--- src/rtl/vga_pkg.sv ---
// Shared timing defaults, colour constants and enums for the VGA pattern scheduler.
package vga_pkg;

  localparam int H_ACTIVE_DEF = 640;
  localparam int V_ACTIVE_DEF = 480;
  localparam int H_TOTAL_DEF  = 800;
  localparam int V_TOTAL_DEF  = 525;

  // 12-bit colours packed as {R, G, B}, 4 bits per channel
  localparam logic [11:0] COL_GOLDEN = 12'hF71;
  localparam logic [11:0] COL_SKY    = 12'h3BF;
  localparam logic [11:0] COL_TOMATO = 12'hF11;
  localparam logic [11:0] COL_WHITE  = 12'hFFF;
  localparam logic [11:0] COL_BLACK  = 12'h000;

  typedef enum logic [1:0] {
    PAT_VBARS   = 2'd0,
    PAT_HBARS   = 2'd1,
    PAT_WHITE   = 2'd2,
    PAT_CHECKER = 2'd3
  } pattern_e;

  typedef enum logic [1:0] {
    ST_SHOW   = 2'd0,
    ST_PEND   = 2'd1,
    ST_SWITCH = 2'd2
  } state_e;

  function automatic logic [11:0] bar_color(input logic below_b1, input logic below_b2);
    if (below_b1)      return COL_GOLDEN;
    else if (below_b2) return COL_SKY;
    else               return COL_TOMATO;
  endfunction

endpackage

--- src/rtl/vga_color_lut.sv ---
// Combinational map from (pattern, h, v) to a packed 12-bit RGB value; black outside the active area.
module vga_color_lut
  import vga_pkg::*;
#(
  parameter int H_ACTIVE = H_ACTIVE_DEF,
  parameter int V_ACTIVE = V_ACTIVE_DEF
) (
  input  logic [1:0]  pattern_id,
  input  logic [10:0] h_pixel,
  input  logic [9:0]  v_pixel,
  output logic [11:0] rgb
);

  localparam logic [10:0] H_ACT = 11'(H_ACTIVE);
  localparam logic [10:0] H_B1  = 11'(H_ACTIVE / 3);
  localparam logic [10:0] H_B2  = 11'((2 * H_ACTIVE) / 3);
  localparam logic [9:0]  V_ACT = 10'(V_ACTIVE);
  localparam logic [9:0]  V_B1  = 10'(V_ACTIVE / 3);
  localparam logic [9:0]  V_B2  = 10'((2 * V_ACTIVE) / 3);

  always_comb begin
    rgb = COL_BLACK;
    if ((h_pixel < H_ACT) && (v_pixel < V_ACT)) begin
      case (pattern_id)
        PAT_VBARS:   rgb = bar_color(h_pixel < H_B1, h_pixel < H_B2);
        PAT_HBARS:   rgb = bar_color(v_pixel < V_B1, v_pixel < V_B2);
        PAT_WHITE:   rgb = COL_WHITE;
        PAT_CHECKER: rgb = (h_pixel[5] ^ v_pixel[5]) ? COL_WHITE : COL_BLACK;
        default:     rgb = COL_BLACK;
      endcase
    end
  end

endmodule

--- src/rtl/vga_pattern_scheduler.sv ---
// Test-pattern scheduler: switches patterns only at frame end on request; registers LUT colour output.
// Optional auto-cycling of patterns every AUTO_FRAMES frames when VGA_AUTO_CYCLE_EN is defined.
module vga_pattern_scheduler
  import vga_pkg::*;
#(
  parameter int H_ACTIVE    = H_ACTIVE_DEF,
  parameter int V_ACTIVE    = V_ACTIVE_DEF,
  parameter int H_TOTAL     = H_TOTAL_DEF,
  parameter int V_TOTAL     = V_TOTAL_DEF,
  parameter int AUTO_FRAMES = 60
) (
  input  logic        clk,
  input  logic        rst,
  input  logic [10:0] h_pixel,
  input  logic [9:0]  v_pixel,
  input  logic        next_req,
  output logic        next_ack,
  output logic [1:0]  pattern_id,
  output logic [3:0]  R,
  output logic [3:0]  G,
  output logic [3:0]  B
);

  localparam logic [10:0] H_LAST = 11'(H_TOTAL - 1);
  localparam logic [9:0]  V_LAST = 10'(V_TOTAL - 1);

  state_e      state_q, state_d;
  pattern_e    pattern_q, pattern_d;
  logic [11:0] rgb_q, rgb_d;
  logic        fe;
  logic        auto_req;

  // Out-of-range counts can never equal the last position, so they never signal frame end
  assign fe = (h_pixel == H_LAST) && (v_pixel == V_LAST);

`ifdef VGA_AUTO_CYCLE_EN
  localparam int FC_W = $clog2(AUTO_FRAMES + 1);
  localparam logic [FC_W-1:0] FC_MAX  = FC_W'(AUTO_FRAMES);
  localparam logic [FC_W-1:0] FC_LAST = FC_W'(AUTO_FRAMES - 1);

  logic [FC_W-1:0] frame_cnt_q, frame_cnt_d;

  always_comb begin
    frame_cnt_d = frame_cnt_q;
    if (state_q == ST_SWITCH)
      frame_cnt_d = '0;
    else if (fe && (frame_cnt_q != FC_MAX))
      frame_cnt_d = frame_cnt_q + 1'b1;
  end

  always_ff @(posedge clk or posedge rst) begin
    if (rst) frame_cnt_q <= '0;
    else     frame_cnt_q <= frame_cnt_d;
  end

  // This fe is the AUTO_FRAMES-th one counted since the last switch
  assign auto_req = (state_q == ST_SHOW) && fe && (frame_cnt_q >= FC_LAST);
`else
  assign auto_req = 1'b0;
`endif

  always_comb begin
    state_d   = state_q;
    pattern_d = pattern_q;
    case (state_q)
      ST_SHOW: begin
        if (fe && (next_req || auto_req)) state_d = ST_SWITCH;
        else if (next_req)                state_d = ST_PEND;
      end
      ST_PEND:   if (fe) state_d = ST_SWITCH;
      ST_SWITCH: state_d = ST_SHOW;
      default:   state_d = ST_SHOW;
    endcase
    // Advance on entry to SWITCH so the first pixel of the new frame already uses the new pattern
    if ((state_d == ST_SWITCH) && (state_q != ST_SWITCH))
      pattern_d = pattern_e'(pattern_q + 2'd1);
  end

  vga_color_lut #(
    .H_ACTIVE(H_ACTIVE),
    .V_ACTIVE(V_ACTIVE)
  ) u_lut (
    .pattern_id(pattern_q),
    .h_pixel   (h_pixel),
    .v_pixel   (v_pixel),
    .rgb       (rgb_d)
  );

  always_ff @(posedge clk or posedge rst) begin
    if (rst) begin
      state_q   <= ST_SHOW;
      pattern_q <= PAT_VBARS;
      rgb_q     <= '0;
    end else begin
      state_q   <= state_d;
      pattern_q <= pattern_d;
      rgb_q     <= rgb_d;
    end
  end

  assign next_ack   = (state_q == ST_SWITCH);
  assign pattern_id = pattern_q;
  assign R          = rgb_q[11:8];
  assign G          = rgb_q[7:4];
  assign B          = rgb_q[3:0];

endmodule

--- config.mk ---
export PLATFORM = sky130hd
export DESIGN_NAME = vga_pattern_scheduler
export DESIGN_NICKNAME = d
export VERILOG_FILES = /design/src/rtl/vga_pkg.sv /design/src/rtl/vga_color_lut.sv /design/src/rtl/vga_pattern_scheduler.sv
export SDC_FILE = /design/constraint.sdc
export NUM_CORES = 1
export LEC_CHECK = 0
export ABC_CLOCK_PERIOD_IN_PS = 1800
export CORE_AREA = 2 2 48 50
export DETAILED_ROUTE_END_ITERATION = 8
export DIE_AREA = 0 0 50 52
export PLACE_DENSITY_LB_ADDON = 0.25
export SLEW_MARGIN = 0
export SYNTH_ARGS = -nofsm -noshare
export SYNTH_HDL_FRONTEND = slang
export SYNTH_SLANG_ARGS = --single-unit
--- constraint.sdc ---
create_clock -name clk -period 1.8 [get_ports clk]
set_input_delay 0.36 -clock clk [delete_from_list [all_inputs] [get_ports clk]]
set_output_delay 0.36 -clock clk [all_outputs]
set_load 0.005 [all_outputs]
-- Yosys cells after proc, flatten, opt, wreduce, memory -nomap -nowiden
Index checks and enable logic that the tools add are counted.
W data, S select, Z words.
- bitwise operators: 1
- $lt $le $gt $ge: 6
- add/sub/neg operators: 1
- muxes and demuxes: 11
- reductions and logical operators: 6
- equality and inequality tests: 9
- operator list (cell ; count):
    $mux W12 ; 6
    $pmux W12 S4 ; 1
    $lt A10 B9 Y1 const B ; 2
    $eq A11 B10 Y1 const B ; 1
    $lt A11 B10 Y1 const B ; 1
    $lt A11 B8 Y1 const B ; 1
    $lt A11 B9 Y1 const B ; 1
    $eq A10 B10 Y1 const B ; 1
    $lt A10 B8 Y1 const B ; 1
    $eq A2 B2 Y1 const B ; 4
    $mux W2 ; 3
    $eq A2 B1 Y1 const B ; 2
    $logic_and A1 B1 Y1 ; 4
    $logic_not A2 Y1 ; 2
    $pmux W2 S2 ; 1
    $add A2 B1 Y2 const B ; 1
    $ne A2 B2 Y1 const B ; 1
    $xor A1 B1 Y1 ; 1
- output and inout bits: 15
- flip-flop bits (word level): 16
- logic and storage cells: 37

-- Depth between registers and ports, before layout
- depth in word-level cells: 7
- gate-level depth with buffers: 6
- depth with buffers taken out: 6

-- Hierarchy
Synthesis repeated with hierarchy kept, for this count alone.
- cell total of the unflattened synthesis: 68
- area, all modules: 779.5 um^2
- modules (own cells, without submodules) (module ; area each (um^2) ; cells an instance ; times used):
    vga_pattern_scheduler ; 531.8 ; 32 ; 1
    vga_color_lut ; 247.7 ; 36 ; 1

-- Least setup slack after synthesis
No wires, ideal clock.
- path type: register to register
- from: register pattern_q[0], in the netlist pattern_id[0]
- to: register rgb_q[10]
- required time: 1.669 ns
- setup slack: 0.211 ns
- buffers on the path: 0
- stages on the path, launching flop included: 7
- arrival: 1.457 ns
- cells stage by stage: dfrtp_1 inv_1 ha_1 nand3_1 or4b_1 a21oi_1 nor3_1
- cells in the longest elaborated chain, start to end: 3
- RTL lines (item ; RTL line ; source):
    start, declared ; vga_pattern_scheduler.sv:28 ; pattern_e pattern_q, pattern_d;
    start signal, assigned ; vga_pattern_scheduler.sv:96 ; pattern_q <= pattern_d;
    $eq A2 B2 Y1 (tied with other cells) ; vga_color_lut.sv:24 ; case (pattern_id)
    $pmux W12 S4 * ; vga_color_lut.sv:24 ;
    $mux W12 * ; vga_color_lut.sv:23 ; if ((h_pixel < H_ACT) && (v_pixel < V_ACT)) begin
    via rgb_d[10] ; vga_pattern_scheduler.sv:29 ; logic [11:0] rgb_q, rgb_d;
    end signal, assigned ; vga_pattern_scheduler.sv:97 ; rgb_q <= rgb_d;
    end, declared ; vga_pattern_scheduler.sv:29 ;
Mark *: on every way through the listed nets, which the timed path passes. The rest lies on a longest branch.
A chain may end at the register's enable or synchronous reset.

-- Worst setup path after layout
- from: input h_pixel[6]
- to: register rgb_q[5]
- cells in the longest elaborated chain, start to end: 5
- RTL lines (item ; RTL line ; source):
    start, declared ; vga_pattern_scheduler.sv:14 ; input logic [10:0] h_pixel,
    $lt A11 B9 Y1 ; vga_color_lut.sv:25 ; PAT_VBARS: rgb = bar_color(h_pixel < H_B1, h_pixel < H_B2);
    $mux W12 ; vga_pkg.sv:31 ; else if (below_b2) return COL_SKY;
    $mux W12 ; vga_pkg.sv:30 ; if (below_b1) return COL_GOLDEN;
    $pmux W12 S4 ; vga_color_lut.sv:24 ;
    $mux W12 * ; vga_color_lut.sv:23 ;
    via rgb_d[5] ; vga_pattern_scheduler.sv:29 ;
Marks and branches as above.

==> metrics.log <==
[metrics] global-route wire length before repair: 3270 µm
[metrics] Total Nets Final: 168
[metrics] count of unique library cells instantiated by Yosys: 38
[metrics] overall power of the completed layout: 0.527 mW
[metrics] instance area at placement: 1250 µm²
[metrics] final RePlAce weighted congestion: 0.832
[metrics] worst slew pin tran: 0.348 ns
[metrics] die boundary height: 52 µm
[metrics] total DRC errors in the routed layout: 0
[metrics] Min-Delay Path Class: input port to asynchronous set/reset pin
[metrics] ratio of total power to cell area: 409 nW/µm²
[metrics] clock tree from TritonCTS: built
[metrics] number of pins exceeding their max-slew limit in the final report: 0
[metrics] CTS Hold Buffers Added: 0
[metrics] post-layout util: 61.1%
[metrics] maximum number of pins on one net before global-route repair: 10
[metrics] number of global-route vias before repair: 840
[metrics] final cell area excluding filler cells: 1290 µm²
[metrics] share of final-layout standard cells stronger than drive strength 1: 20.1%
[metrics] starting utilization of the core area: 35.2%
[metrics] final worst hold slack: 0.350 ns
[metrics] Post-synth ARST share: 100%
[metrics] highest clock rate: 0.584 GHz
[metrics] top cell type's share of synthesized area: 30.4%
[metrics] startpoint of the most critical setup path: h_pixel[6]
[metrics] final wirelength: 2020 µm
[metrics] slew margin rel.: 76.8%
[metrics] count of vias placed by the detailed router: 863
[metrics] number of port buffers: 38
[metrics] path type of the worst setup path: input port to flop
[metrics] number of storage elements in the synthesis netlist: 9
[metrics] final critical path time including I/O delays and setup: 1.71 ns
[metrics] Most used DFF post-synth: dfrtp_1
[metrics] Fill cells: 181
[metrics] Synthesized Nets: 113
[metrics] number of DRC markers in iteration 0: 10
[metrics] row count: 17
[metrics] number of endpoints with negative hold slack in the final report: 0
[metrics] number of antenna violations at the first check in global routing: 0
[metrics] Max-Cap Viols: 0
[metrics] Worst R2R Start: pattern_id[0]
[metrics] number of endpoints failing setup at the final stage: 0
[metrics] Detailed Place HPWL: 1700 µm
[metrics] source-to-sink clock delay at the later pin of the worst-skew pair: 0.27 ns
[metrics] die outline area: 2600 µm²
[metrics] clock edge transition at the registers on the reported setup and hold paths: 0.07 ns
[metrics] average size of a mapped cell: 8.71 µm²
[metrics] core footprint: 2110 µm²
[metrics] endpoint class of the critical path: flop
[metrics] post-synthesis cell count: 85
[metrics] Max H-tree Level: 1
[metrics] CTS Buf Count: 3
[metrics] critical path data required time: 1.94 ns
[metrics] sort of element at the start of the critical path: input port
[metrics] Synth Warn #: 0
[metrics] maximum net fanout on the critical path: 3
[metrics] Num Clock Sinks: 9
[metrics] root buf cell: clkbuf_4
[metrics] standby leakage power: 0.549 nW
[metrics] count of antenna diodes in the layout: 0
[metrics] horizontal die dimension: 50 µm
[metrics] number of top-level pins: 39
[metrics] Area growth syn-to-layout: 73.6%
[metrics] Final period util: 95.1%
[metrics] number of buffers on the longest clock path: 2
[metrics] cell taking the most area after synthesis: dfrtp_1
[metrics] EDFF count, synth: 0
[metrics] top area cells in the synthesized netlist: dfrtp_1 (30%), buf_4 (7.1%), ha_1 (6.8%)
[metrics] Layout Skew: 0.00436 ns
[metrics] setup repair after global routing missed its margin: false
[metrics] Pre-Repair DR Iteration Count: 4
[metrics] result of the run: finished clean
[metrics] setup slack of the most critical reg-to-reg path: 0.12 ns
[metrics] final total negative setup slack: 0 ns
[metrics] data arrival time at the worst-slack endpoint: 1.85 ns
[metrics] sequential element share of the synthesized area: 30.4%
[metrics] Post-CTS Setup Repair Bufs: 0
[metrics] routed via count divided by cell count: 5.17
[metrics] post-detailed-route count of antenna-violating nets: 0
[metrics] overflow left after global routing: 0
[metrics] Peak supply drop: 0.000209 V
[metrics] count of instances resized after the clock tree is built: 0
[metrics] mapped cell area: 741 µm²
[metrics] overall routing resource usage: 16.9%
[metrics] average wire per cell in the routed design: 12.1 µm
## kinds of logic after synthesis
family,share of synthesized area [%]
flip-flops,30.4
buffers and inverters,10.1
AND/OR/NAND/NOR,31.1
multiplexers,1.52
XOR/XNOR,2.37
adder cells (fa/ha/maj),6.76
AO/OA/AOI/OAI,17.7
## report_power, final
part	leakage [nW]	total, mW	internal (mW)	switching [mW]
sequential	0.114	0.207	0.206	0.00185
combinational	0.420	0.153	0.0963	0.0566
clock	0.0150	0.166	0.0858	0.0805
total	0.549	0.527	0.388	0.139
## placed cells by master (no fill, tap or decap), types with 3 or more instances in the layout
master	n
o21ai_0	3
nand4_1	4
clkdlybuf4s50_1	38
o21ai_1	3
a21oi_1	3
dfrtp_1	9
buf_4	19
nor2_1	11
ha_1	4
inv_1	6
clkbuf_4	3
## state kept, by name, summed over array words and instances, names as in the netlist
| name | cells |
|---|---|
| state_q | 2 |
| pattern_id | 2 |
| rgb_q | 5 |
## Yosys cell counts (2+ instances only)
library cell	instances
inv_1	6
nand4_1	4
o21ai_1	3
xnor2_1	2
nor4b_1	2
a21oi_1	4
nand2_1	2
nor2_1	11
buf_4	7
nand3_1	2
nor3_1	2
dfrtp_1	9
o21ai_0	3
ha_1	4
## worst paths after layout
kind                                 endpoint  cells past startpoint
min in group clk                pattern_id[0]                      2
worst max register to register       rgb_q[5]                      6
worst max-delay path                 rgb_q[5]                      6
worst min register to register  pattern_id[0]                      2
max in group asynchronous          state_q[1]                      2
worst min-delay path            pattern_id[0]                      2
## metrics by stage
stage / setup slack (ns) / cells
CTS: 0.00673 / 167
global placement: -0.191 / 163
detailed placement: -0.268 / 163
floorplan: 0.211 / 85
finish: 0.0887 / 167
global route: 0.00638 / 167
## worst max-delay path, stage by stage
cell	delay, ns
clkdlybuf4s50_1	0.53
buf_4	0.15
nand3_1	0.09
or4b_4	0.51
nand2_1	0.13
a211oi_1	0.09
## cell type report
class	instances	area (µm²)	share of cell area, %
multi-input combinational	63	454	35.3
inverter	6	22.5	1.75
timing repair buffer	57	523	40.7
tap	28	35.0	2.72
sequential	9	225	17.5
clock buffer	4	26.3	2.04
## routing by layer
metal | track usage, % | wire [µm] | vias up
met4 | 11.6 | 63 | 0
met3 | 2.59 | 127 | 8
li1 | - | - | 420
met1 | 17.0 | 780 | 395
met2 | 31.8 | 1050 | 40
met5 | 0 | 0 | -
No activity file was read; power rests on OpenSTA's default activity.
